$ cat src/rtl/mux_arb_pkg.sv
// mux_arb_pkg: shared state encoding and select constants for the round-robin mux arbiter
package mux_arb_pkg;

    typedef enum logic [1:0] {IDLE, OWN_A, OWN_B} state_t;

    localparam logic SEL_A = 1'b0;
    localparam logic SEL_B = 1'b1;

    // Ownership state that corresponds to a select value
    function automatic state_t own_state(input logic side);
        return (side == SEL_B) ? OWN_B : OWN_A;
    endfunction

endpackage

$ cat src/rtl/mux2to1_w.sv
// mux2to1_w: WIDTH-bit 2:1 combinational mux (sel = 0 picks a, sel = 1 picks b)
module mux2to1_w #(
    parameter int WIDTH = 8
) (
    input  logic [WIDTH-1:0] a,
    input  logic [WIDTH-1:0] b,
    input  logic             sel,
    output logic [WIDTH-1:0] y
);

    assign y = sel ? b : a;

endmodule

$ cat src/rtl/mux2_rr_arbiter.sv
// mux2_rr_arbiter: burst round-robin arbiter sharing one 2:1 mux between two valid/ready sources
module mux2_rr_arbiter
    import mux_arb_pkg::*;
#(
    parameter int WIDTH = 8,
    parameter int BURST = 4
) (
    input  logic             clk,
    input  logic             rst_n,
    input  logic             a_valid,
    input  logic [WIDTH-1:0] a_data,
    output logic             a_ready,
    input  logic             b_valid,
    input  logic [WIDTH-1:0] b_data,
    output logic             b_ready,
    output logic             y_valid,
    output logic [WIDTH-1:0] y_data,
    input  logic             y_ready,
    output logic             sel
);

    localparam int CW = (BURST > 1) ? $clog2(BURST) : 1;
    localparam logic [CW-1:0] CNT_MAX = CW'(BURST - 1);

    state_t           state_q, state_d;
    logic             sel_q, sel_d;
    logic             last_q, last_d;
    logic [CW-1:0]    cnt_q, cnt_d;
    logic             y_valid_q, y_valid_d;
    logic [WIDTH-1:0] y_data_q, y_data_d;
    logic [WIDTH-1:0] mux_y;
    logic             owner, own_valid, oth_valid, load, accept;
    logic             enter, side;

    // The owner is the side named by the state; sel mirrors it while a grant is held
    assign owner     = (state_q == OWN_B);
    assign own_valid = owner ? b_valid : a_valid;
    assign oth_valid = owner ? a_valid : b_valid;
    assign load      = !y_valid_q || y_ready;
    assign a_ready   = (state_q == OWN_A) && load;
    assign b_ready   = (state_q == OWN_B) && load;
    assign accept    = (state_q != IDLE) && own_valid && load;

    mux2to1_w #(.WIDTH(WIDTH)) u_mux (
        .a   (a_data),
        .b   (b_data),
        .sel (sel_q),
        .y   (mux_y)
    );

    // Arbitration: pick a new owner from IDLE, on owner drop, or at burst end
    always_comb begin
        state_d = state_q;
        sel_d   = sel_q;
        last_d  = last_q;
        cnt_d   = cnt_q;
        enter   = 1'b0;
        side    = sel_q;
        if (state_q == IDLE) begin
            enter = a_valid || b_valid;
            side  = (a_valid && b_valid) ? ~last_q : (b_valid ? SEL_B : SEL_A);
        end else if (!own_valid) begin
            enter   = oth_valid;
            side    = ~owner;
            state_d = oth_valid ? state_q : IDLE;
        end else if (load) begin
            enter = (cnt_q == CNT_MAX);
            side  = oth_valid ? ~owner : owner;
            cnt_d = (cnt_q == CNT_MAX) ? cnt_q : cnt_q + 1'b1;
        end
        if (enter) begin
            state_d = own_state(side);
            sel_d   = side;
            last_d  = side;
            cnt_d   = '0;
        end
    end

    // Output stage: capture the mux on an accepted beat, drain when the consumer takes it
    always_comb begin
        y_valid_d = accept ? 1'b1 : (y_ready ? 1'b0 : y_valid_q);
        y_data_d  = accept ? mux_y : y_data_q;
    end

    // All state registers; last resets to B so the first contested grant goes to A
    always_ff @(posedge clk or negedge rst_n) begin
        if (!rst_n) begin
            state_q   <= IDLE;
            sel_q     <= SEL_A;
            last_q    <= SEL_B;
            cnt_q     <= '0;
            y_valid_q <= 1'b0;
            y_data_q  <= '0;
        end else begin
            state_q   <= state_d;
            sel_q     <= sel_d;
            last_q    <= last_d;
            cnt_q     <= cnt_d;
            y_valid_q <= y_valid_d;
            y_data_q  <= y_data_d;
        end
    end

    assign y_valid = y_valid_q;
    assign y_data  = y_data_q;
    assign sel     = sel_q;

endmodule

$ cat config.mk
export PLATFORM = sky130hd
export DESIGN_NAME = mux2_rr_arbiter
export DESIGN_NICKNAME = d
export VERILOG_FILES = /design/src/rtl/mux_arb_pkg.sv /design/src/rtl/mux2to1_w.sv /design/src/rtl/mux2_rr_arbiter.sv
export SDC_FILE = /design/constraint.sdc
export NUM_CORES = 1
export LEC_CHECK = 0
export CAP_MARGIN = 0
export CORE_ASPECT_RATIO = 0.8
export CORE_MARGIN = 5
export CORE_UTILIZATION = 25
export CTS_CLUSTER_DIAMETER = 60
export CTS_CLUSTER_SIZE = 14
export DETAILED_ROUTE_END_ITERATION = 7
export PLACE_DENSITY_LB_ADDON = 0.25
export SETUP_SLACK_MARGIN = 0.4
export SYNTH_ARGS = -nofsm -noshare
export SYNTH_HDL_FRONTEND = slang
export SYNTH_SLANG_ARGS = --single-unit
$ cat constraint.sdc
create_clock -name clk -period 1.7 [get_ports clk]
set_input_delay 0.255 -clock clk [delete_from_list [all_inputs] [get_ports clk]]
set_output_delay 0.255 -clock clk [all_outputs]
set_load 0.02 [all_outputs]
==> results by group <==
Logic synthesis
  • Post-synth cell types: 26
  • EDFF count, synth: 0
  • Post-Synthesis Cells: 76
  • Top_reg_cell synth: dfrtp_1
  • Area leader, netlist: dfrtp_1
  • Post-synthesis simple-gate area fraction: 17.2%
  • Post-Syn Area: 795 um^2
  • Post-synthesis xor/xnor area fraction: 0%
  • Fraction of registers with async set/reset: 100%
  • Synth Area in Compound Gates: 21.3%
  • Portion of netlist area occupied by mux cells: 10.1%
  • Synth Area in Adders: 1.57%
  • Main combinational cell family by area after synthesis: compound AO/OA/AOI/OAI gates
  • Top cell type's share of synthesized area: 44.1%
  • Yosys reg bits: 15
  • Mapped Nets: 98
  • Sequential share of the synthesized area: 47.4%
  • Syn. warnings: 0
  • Synth top area cells: dfrtp_1, mux2i_1, a21oi_1
  • Avg Cell Area, Syn: 10.5 um^2

Power
  • IR Drop Worst-Case VDD: 0.832 mV
  • Leak pwr: 0.619 nW
  • Pwr dens: 1750 mW/mm^2

Clock network
  • Htree depth: 1
  • CTS tree: yes
  • Clk slew on worst S/H paths: 0.07 ns
  • CTS buffer count: 3
  • Clock sinks: 15
  • Worst skew pair latency: 0.25 ns
  • Clock Tree Buf Depth: 2
  • Root buffer cell: clkbuf_8

Routing
  • Vias: 744
  • Vias per inst: 4.51
  • Routed WL: 2080 um
  • Drt pass-1 iters: 4
  • DRC viols: 0
  • Post-route ant nets: 0
  • DR iter-0 viols: 18
  • Routed wire length per instance: 12.6 um

Die
  • Die area: 0.00441 mm^2
  • Initial Util: 25.9%
  • DIE HEIGHT: 60.4 um
  • Rows: 18
  • Core Footprint: 0.00306 mm^2
  • Die width: 73.0 um
  • I/O Pins: 33

STA
  • Setup TNS: 0 ns
  • Slew Limit Fails: 0
  • Hold Fails Final Rpt: 0
  • Maximum clock frequency: 730 MHz
  • Worst clock skew: 0.00480 ns
  • Min cycle time layout: 1.37 ns
  • Worst Tran Pin Value: 0.313 ns
  • Final cycle utilization of the critical path: 80.5%
  • RSZ-0062 raised after global routing: yes
  • Final setup fails: 0
  • Final worst slack: 0.331 ns
  • Slew margin rel.: 79.2%

Global route
  • Grt ovf: 0
  • Initial antenna violation count: 0
  • All-Layer GR Usage: 9.52%
  • First-pass GRT wire length: 3170 um
  • Largest net degree at the start of global routing: 16
  • Vias in the first global route: 692

Layout
  • Layout cell share with drive strength beyond 1: 32.8%
  • Layout area overhead: 71.0%
  • Finished Core Util: 44.4%
  • Most common cell after layout, fill and taps aside: clkdlybuf4s50_1
  • Most frequent cells in the layout: clkdlybuf4s50_1, buf_4, nor2_1, dlygate4sd2_1
  • Final nets: 148
  • Diodes inserted: 0

Hold path
  • Worst Hold Class: primary input to asynchronous set/reset pin

Setup path
  • Highest cell delay on the worst timing path: 0.39 ns
  • Crit path DAT: 1.11 ns
  • Critical Path Start Type: flop
  • Crit path max-delay family: flip-flops
  • CP cell instances: and2b_2 -> nor3_2 -> buf_4
  • Crit-path max FO: 3
  • CP endpoint kind: output pin
  • Buffers plus inverters on the worst setup path: 1
  • Critical Path RT: 1.44 ns
  • Slowest cell on the critical path: dfrtp_2
  • Critical setup path kind: flop to output pin

Placement
  • Buffers on Ports: 32
  • Post-place setup slack: -0.213 ns
  • Detailed Place HPWL: 1490 um
  • GP Congestion: 0.737

Status
  • Status: finished clean

Flow run
  • Max-capacitance violation count: 0
==> state kept, by name, summed over array words and instances, names as in the netlist <==
name and count:
y_data 8, cnt_q 2, state_q 2, last_q 1, sel 1, y_valid 1
==> layout make-up <==
cell class | instances | area, um^2
Sequential cell | 15 | 380
Multi-Input combinational cell | 58 | 430
Timing Repair Buffer | 47 | 448
Clock buffer | 3 | 41.3
Fill cell | 311 | 1700
Clock inverter | 1 | 5.00
Tap cell | 40 | 50.0
Inverter | 1 | 3.75
==> final timing paths <==
path / from / cells past startpoint / slack [ns] / to
setup / recovery: y_valid / 3 / 0.33 / a_ready
max in group asynchronous: rst_n / 2 / 1.14 / last_q
min in group clk: cnt_q[1] / 1 / 0.52 / cnt_q[1]
hold reg to reg: cnt_q[1] / 1 / 0.52 / cnt_q[1]
setup reg to reg: y_valid / 7 / 0.35 / y_data[2]
hold / removal: rst_n / 2 / 0.31 / state_q[0]
==> power by group <==
part           switching (mW)  total (mW)  internal (mW)
clock network           0.134       0.296          0.162
logic                   0.692        1.43          0.736
registers               0.109       0.656          0.548
total                   0.934        2.38           1.45
==> what timing repair did <==
action | in CTS | in global routing
setup endpoints to repair | 26 | 17
hold buffers | 0 | 0
buffers inserted | 6 | 0
resized for setup | 29 | 10
pin swaps | 5 | 2
gates cloned | 1 | 0
==> metrics by stage <==
step	std cells	total power, mW	instance area (um^2)	hold slack (ns)
floorplan	76	1.39	803	-0.0406
global placement	154	1.92	1230	0.486
detailed placement	154	1.94	1230	0.503
CTS	165	2.36	1340	0.323
global route	165	2.55	1360	0.339
finish	165	2.38	1360	0.314
==> Yosys cell counts (all sizes together) (2+ instances only) <==
library cell and count:
mux2i 8, a21oi 14, nor3 2, and2b 2
dfrtp 14, nand2 2, a21o 2, nor2 12
a22o 2, nand2b 2, o21ai 4
==> logic make-up after synthesis <==
| logic type | after synthesis |
|---|---|
| mux | 8 |
| compound gates | 25 |
| simple gates | 24 |
| fa+ha+maj | 1 |
| buf+inv | 3 |
| flops | 15 |
==> metal layers <==
layer	vias up	wire, um	GRT usage [%]
met5	-	0	0
met4	0	10	2.37
met3	2	164	4.30
met2	26	934	14.9
met1	344	972	12.1
li1	372	-	-
Power figures use the tool's default switching activity.
